$ cat src/rtl/dcache_stall_ctrl_if.sv
// dcache_stall_ctrl_if: MEM-stage access/tag inputs and backing-memory bus of the miss sequencer (stallCount only with DCACHE_STALL_CNT_EN)
interface dcache_stall_ctrl_if #(parameter int ADDR_W = 64);
  logic              memRead;
  logic              memWrite;
  logic [ADDR_W-1:0] addr;
  logic              tagHit;
  logic              dirty;
  logic [ADDR_W-1:0] victimAddr;
  logic              memAck;
  logic              memReq;
  logic              memWe;
  logic [ADDR_W-1:0] memAddr;
  logic              fillEn;
  logic              hit;
  logic              busErr;
`ifdef DCACHE_STALL_CNT_EN
  logic [31:0]       stallCount;
  modport master(output memRead, memWrite, addr, tagHit, dirty, victimAddr, memAck,
                 input memReq, memWe, memAddr, fillEn, hit, busErr, stallCount);
  modport slave(input memRead, memWrite, addr, tagHit, dirty, victimAddr, memAck,
                output memReq, memWe, memAddr, fillEn, hit, busErr, stallCount);
`else
  modport master(output memRead, memWrite, addr, tagHit, dirty, victimAddr, memAck,
                 input memReq, memWe, memAddr, fillEn, hit, busErr);
  modport slave(input memRead, memWrite, addr, tagHit, dirty, victimAddr, memAck,
                output memReq, memWe, memAddr, fillEn, hit, busErr);
`endif
endinterface

$ cat src/rtl/dcache_stall_ctrl.sv
// dcache_stall_ctrl: D-cache miss sequencer and pipeline stall control; DCACHE_STALL_CNT_EN adds the stallCount counter
module dcache_stall_ctrl #(
  parameter int ADDR_W         = 64,
  parameter int TIMEOUT_CYCLES = 64
) (
  input logic             clk,
  input logic             reset,
  dcache_stall_ctrl_if.slave bus
);
  localparam int CW = $clog2(TIMEOUT_CYCLES);
  localparam logic [CW-1:0] TO_LIM = CW'(TIMEOUT_CYCLES - 1);
  typedef enum logic [2:0] {IDLE, WBACK, REFILL, FILL, ERR} state_t;
  state_t            r_state;
  logic              r_mem_req;
  logic              r_mem_we;
  logic              r_fill_en;
  logic              r_bus_err;
  logic [ADDR_W-1:0] r_miss_addr;
  logic [ADDR_W-1:0] r_wb_addr;
  logic [CW-1:0]     r_to_cnt;
  logic              w_access;
  logic              w_miss;
  logic              w_hit;
  assign w_access = bus.memRead | bus.memWrite;
  assign w_miss   = (r_state == IDLE) && w_access && !bus.tagHit;
  // Combinational: pipeline registers sample hit on the negedge of this same cycle.
  assign w_hit    = (r_state == IDLE) && !(w_access && !bus.tagHit);
  always_ff @(posedge clk) begin
    if (reset) begin
      r_state     <= IDLE;
      r_mem_req   <= 1'b0;
      r_mem_we    <= 1'b0;
      r_fill_en   <= 1'b0;
      r_bus_err   <= 1'b0;
      r_miss_addr <= '0;
      r_wb_addr   <= '0;
      r_to_cnt    <= '0;
    end else begin
      case (r_state)
        IDLE: if (w_miss) begin
          r_miss_addr <= bus.addr;
          r_wb_addr   <= bus.victimAddr;
          r_to_cnt    <= '0;
          r_mem_req   <= 1'b1;
          r_mem_we    <= bus.dirty;
          r_state     <= bus.dirty ? WBACK : REFILL;
        end
        WBACK, REFILL: if (bus.memAck) begin
          r_to_cnt  <= '0;
          r_mem_we  <= 1'b0;
          r_mem_req <= (r_state == WBACK);
          r_fill_en <= (r_state == REFILL);
          r_state   <= (r_state == WBACK) ? REFILL : FILL;
        end else if (r_to_cnt == TO_LIM) begin
          r_mem_req <= 1'b0;
          r_mem_we  <= 1'b0;
          r_bus_err <= 1'b1;
          r_state   <= ERR;
        end else begin
          r_to_cnt <= r_to_cnt + 1'b1;
        end
        FILL: begin
          r_fill_en <= 1'b0;
          r_state   <= IDLE;
        end
        ERR: r_state <= ERR;
        default: r_state <= IDLE;
      endcase
    end
  end
  assign bus.memReq  = r_mem_req;
  assign bus.memWe   = r_mem_we;
  assign bus.memAddr = r_mem_req ? (r_mem_we ? r_wb_addr : r_miss_addr) : '0;
  assign bus.fillEn  = r_fill_en;
  assign bus.hit     = w_hit;
  assign bus.busErr  = r_bus_err;
`ifdef DCACHE_STALL_CNT_EN
  logic [31:0] r_stall_cnt;
  always_ff @(posedge clk) begin
    if (reset) r_stall_cnt <= '0;
    else if (!w_hit && r_stall_cnt != '1) r_stall_cnt <= r_stall_cnt + 1'b1;
  end
  assign bus.stallCount = r_stall_cnt;
`endif
endmodule

$ cat src/flat_wrapper.sv
// flat-port wrapper written by rule: the top's interface ports become plain ports
module dcache_stall_ctrl_flat 
#(
  parameter int ADDR_W         = 64,
  parameter int TIMEOUT_CYCLES = 64
)
  (clk, reset, bus_memRead, bus_memWrite, bus_addr, bus_tagHit, bus_dirty, bus_victimAddr, bus_memAck, bus_memReq, bus_memWe, bus_memAddr, bus_fillEn, bus_hit, bus_busErr);
  dcache_stall_ctrl_if #(.ADDR_W(ADDR_W)) bus_i ();
  input logic clk;
  input logic reset;
  input wire logic [$bits(bus_i.memRead)-1:0] bus_memRead;
  input wire logic [$bits(bus_i.memWrite)-1:0] bus_memWrite;
  input wire logic [$bits(bus_i.addr)-1:0] bus_addr;
  input wire logic [$bits(bus_i.tagHit)-1:0] bus_tagHit;
  input wire logic [$bits(bus_i.dirty)-1:0] bus_dirty;
  input wire logic [$bits(bus_i.victimAddr)-1:0] bus_victimAddr;
  input wire logic [$bits(bus_i.memAck)-1:0] bus_memAck;
  output wire logic [$bits(bus_i.memReq)-1:0] bus_memReq;
  output wire logic [$bits(bus_i.memWe)-1:0] bus_memWe;
  output wire logic [$bits(bus_i.memAddr)-1:0] bus_memAddr;
  output wire logic [$bits(bus_i.fillEn)-1:0] bus_fillEn;
  output wire logic [$bits(bus_i.hit)-1:0] bus_hit;
  output wire logic [$bits(bus_i.busErr)-1:0] bus_busErr;
  assign bus_i.memRead = bus_memRead;
  assign bus_i.memWrite = bus_memWrite;
  assign bus_i.addr = bus_addr;
  assign bus_i.tagHit = bus_tagHit;
  assign bus_i.dirty = bus_dirty;
  assign bus_i.victimAddr = bus_victimAddr;
  assign bus_i.memAck = bus_memAck;
  assign bus_memReq = bus_i.memReq;
  assign bus_memWe = bus_i.memWe;
  assign bus_memAddr = bus_i.memAddr;
  assign bus_fillEn = bus_i.fillEn;
  assign bus_hit = bus_i.hit;
  assign bus_busErr = bus_i.busErr;
  dcache_stall_ctrl #(.ADDR_W(ADDR_W), .TIMEOUT_CYCLES(TIMEOUT_CYCLES)) u_core (.clk(clk), .reset(reset), .bus(bus_i));
endmodule
$ cat config.mk
export PLATFORM = sky130hd
export DESIGN_NAME = dcache_stall_ctrl_flat
export DESIGN_NICKNAME = d
export VERILOG_FILES = /design/src/rtl/dcache_stall_ctrl_if.sv /design/src/rtl/dcache_stall_ctrl.sv /design/src/flat_wrapper.sv
export SDC_FILE = /design/constraint.sdc
export NUM_CORES = 1
export LEC_CHECK = 0
export CAP_MARGIN = 20
export CORE_MARGIN = 1
export CORE_UTILIZATION = 46
export CTS_CLUSTER_SIZE = 14
export DETAILED_ROUTE_END_ITERATION = 8
export GPL_TIMING_DRIVEN = 0
export PLACE_DENSITY = 0.82
export REMOVE_ABC_BUFFERS = 1
export SLEW_MARGIN = 5
export SYNTH_ARGS = -nofsm -noshare
export SYNTH_HDL_FRONTEND = slang
export SYNTH_SLANG_ARGS = --single-unit
$ cat constraint.sdc
create_clock -name clk -period 2 [get_ports clk]
set_input_delay 0.6 -clock clk [delete_from_list [all_inputs] [get_ports clk]]
set_output_delay 0.6 -clock clk [all_outputs]
set_load 0.005 [all_outputs]
==> flow_summary_export.csv <==
group,metric,value,unit
logic_synthesis,synth.distinct_cells,34,
clock_tree,clk_pin_slew_worst_paths,0.06,ns
logic_synthesis,yosysMostFrequentCell,"nand2_1",
routing,via_per_inst,5.20,
routing,vias,6271,
power_and_ir_drop,p_switching,2.12,mW
routing,drc,0,
logic_synthesis,synth.area.top_cells,"dfxtp_1 (45%), nand2_1 (16%), a21oi_1 (11%)",
min_path,hold_depth,2,
cells_and_area,drive_gt1_share,17.9,%
logic_synthesis,synth.largest_area_cell,"dfxtp_1",
min_path,min_path_type,"reg -> reg",
timing,final.min_clock_period,2.30,ns
placement,placed_cells,1120,
routing,antenna_left,0,
power_and_ir_drop,internal_power,6.14,mW
global_route,grt_pass1_vias,6079,
global_route,antenna_found_initial,0,
logic_synthesis,async_reset_ff_share,0,%
clock_tree,cts_buffers,17,
die,fp.dieW,118,um
routing,wirelength,20000,um
timing,finalHoldViolCount,0,
logic_synthesis,ys_seq_area_share,45.4,%
logic_synthesis,ys_warn_count,0,
clock_tree,cts_tree,"built",
critical_path,cp_max_fo,6,
routing,drt_iter0_markers,372,
critical_path,r2r-start,"u_core.r_to_cnt[0]",
cells_and_area,antenna_cells,0,
timing,skew,0.0103,ns
power_and_ir_drop,finalPower,8.26,mW
global_route,overflow,0,
logic_synthesis,syn_avg_cell_area,7.92,um^2
logic_synthesis,netlist_instances,785,
power_and_ir_drop,netSwitchingFraction,25.6,%
die,die_area,14000,um^2
critical_path,crit_path_frequent_cell,"buf_12",
critical_path,cp.arrival,1.70,ns
logic_synthesis,ys.flop_type,"dfxtp_1",
cells_and_area,finalNetCount,1153,
power_and_ir_drop,pwr-share-comb,21.6,%
global_route,grt_pass1_wl,31100,um
placement,port-buffer-count,203,
die,initial_utilization,47.1,%
critical_path,reg2reg_depth,5,
clock_tree,clk_latency,0.42,ns
cells_and_area,area_growth,53.0,%
power_and_ir_drop,vdd_drop_max,0.000524,V
critical_path,cpPeakStageDelay,0.45,ns
critical_path,crit_chain,"buf_12, buf_12, buf_16, mux2i_2, nor2b_1, buf_2",
critical_path,rrSetupSlack,0.13,ns
power_and_ir_drop,leakagePower,3.68,nW
die,fp.dieH,118,um
logic_synthesis,synth_top_area_share,45.4,%
timing,drv_slew,0,
die,placeableCoreArea,13200,um^2
power_and_ir_drop,power_density,869,nW/um^2
timing,fmax,0.435,GHz
cells_and_area,layoutNonFillerInstCount,1205,
power_and_ir_drop,seqPwrFrac,38.1,%
outcome,status,"finished with violations",
timing,relSlewSlack,52.1,%
logic_synthesis,netlist_top_cells_count,"nand2_1 (260), dfxtp_1 (141), a21oi_1 (140), mux2i_1 (65), nor2b_1 (64)",
critical_path,critPathSlowestCell,"dfxtp_4",
die,num_io_pins,204,
critical_path,end_kind,"output pin",
run,cap_violations,0,
critical_path,startpoint_type,"flip-flop",
min_path,holdPathEnd,"u_core.r_miss_addr[28]",
placement,gp_congestion,0.787,
placement,hpwl,10500,um
clock_tree,cts.sinks,141,
timing,rsz0062_at_grt,"true",
logic_synthesis,netlist_area,6210,um^2
clock_tree,hold_buffers,0,
timing,fin_setup_tns,-12.70,ns
die,rows,42,
global_route,grtUsageTotal,28.6,%
clock_tree,cts_buffer_depth,2,
timing,post-route-period-util,115,%
outcome,violations,"setup timing",
logic_synthesis,ys_seq_elements,141,
min_path,hold_path.startpoint,"u_core.r_miss_addr[28]",
timing,setup_violations,65,
critical_path,setup.worst_path.class,"reg -> out",
clock_tree,root_buffer,"clkbuf_16",
global_route,grt_max_degree,76,
critical_path,required,1.40,ns
timing,worst_slack,-0.301,ns
timing,worst_slew_pin_slew,0.715,ns
routing,wire_per_inst,16.6,um
power_and_ir_drop,clock_power_share,40.3,%
clock_tree,htree_levels,4,
routing,drtPass1Iterations,5,
logic_synthesis,synth_edf_count,0,
critical_path,reg2reg_to,"u_core.bus.memReq",
## per-stage QoR
step	setup slack, ns	utilization [%]	cell area, um^2	hold WS, ns
2_1_floorplan	-7.98	-	5890	0.430
6_report	-0.301	72.1	9510	0.453
3_3_place_gp	-14.50	61.7	8140	0.441
5_1_grt	-0.343	72.1	9510	0.467
3_5_place_dp	-1.11	63.5	8370	0.446
4_1_cts	-0.301	72.4	9550	0.454
## metal layers
metal / wire, um / track usage (%) / vias to the layer above / part of all wire, %
met1: 8440 / 35.0 / 2950 / 42
met4: 468 / 11.6 / 0 / 2.3
met2: 9770 / 48.2 / 229 / 49
li1: - / - / 3058 / -
met3: 1290 / 6.71 / 34 / 6.4
met5: 0 / 0 / - / 0
## final cells by class
cell class                      instances  area [um^2]
Fill cell                            1011         3680
Multi-Input combinational cell        582         3130
Sequential cell                       141         2840
Timing Repair Buffer                  273         2690
Clock buffer                           20          457
Tap cell                              176          220
Clock inverter                         11          165
Inverter                                2         7.51
## how the worst max path moves through the flow
stage / startpoint / end
after floorplan: bus_tagHit / u_core.r_miss_addr[0]
after CTS: u_core.bus.memWe / bus_memAddr[6]
after global placement: bus_tagHit / u_core.r_miss_addr[42]
after global routing: u_core.bus.memWe / bus_memAddr[39]
after detailed placement: bus_tagHit / u_core.r_wb_addr[31]
final: u_core.bus.memWe / bus_memAddr[39]
## power by group through the flow
| stage | combinational (mW) | clock (mW) | sequential, mW |
|---|---|---|---|
| 2_1_floorplan | 0.683 | 0 | 3.22 |
| 3_3_place_gp | 1.26 | 0 | 3.28 |
| 3_5_place_dp | 1.31 | 0 | 3.23 |
| 4_1_cts | 1.78 | 3.35 | 3.13 |
| 5_1_grt | 1.92 | 3.50 | 3.16 |
| 6_report | 1.78 | 3.33 | 3.14 |
## worst max-delay path, delay by kind of cell (launching register included)
kind | cells | cell delay [ns]
buffers and inverters | 4 | 0.51
multiplexers | 1 | 0.22
flip-flops | 1 | 0.45
AND/OR/NAND/NOR | 1 | 0.08
## layout by cell type, fill, tap and decap left out, types with 17 or more instances in the layout
cell type | netlist | routed
buf_2 | 22 | 65
clkbuf_16 | 0 | 17
nand2_1 | 260 | 260
clkdlybuf4s50_1 | 0 | 132
buf_4 | 13 | 23
a21oi_1 | 140 | 140
mux2i_1 | 65 | 61
nor2b_1 | 64 | 64
buf_6 | 2 | 26
dfxtp_1 | 141 | 136
## repair_timing
item / 4_1_cts / 5_1_grt
setup endpoints to repair: 191 / 114
pin swaps: 3 / 2
buffers inserted: 43 / 11
cloned: 13 / 0
resized for setup: 319 / 15
## sequential cells by signal (all words and copies together), names as in the netlist
name	flops
u_core.r_miss_addr	64
u_core.r_wb_addr	64
u_core.bus.memWe	1
u_core.bus.busErr	1
u_core.r_state	3
u_core.bus.memReq	1
u_core.bus.fillEn	1
u_core.r_to_cnt	6
## cells by family after synthesis
kind of cell,count (synthesis),synth area share [%]
compound gates,160,13.8
xor+xnor,1,0.141
fa+ha+maj,1,0.201
buf+inv,64,5.34
flops,141,45.4
mux,65,10.5
simple gates,353,24.6
(Power assumes the default switching activity.)
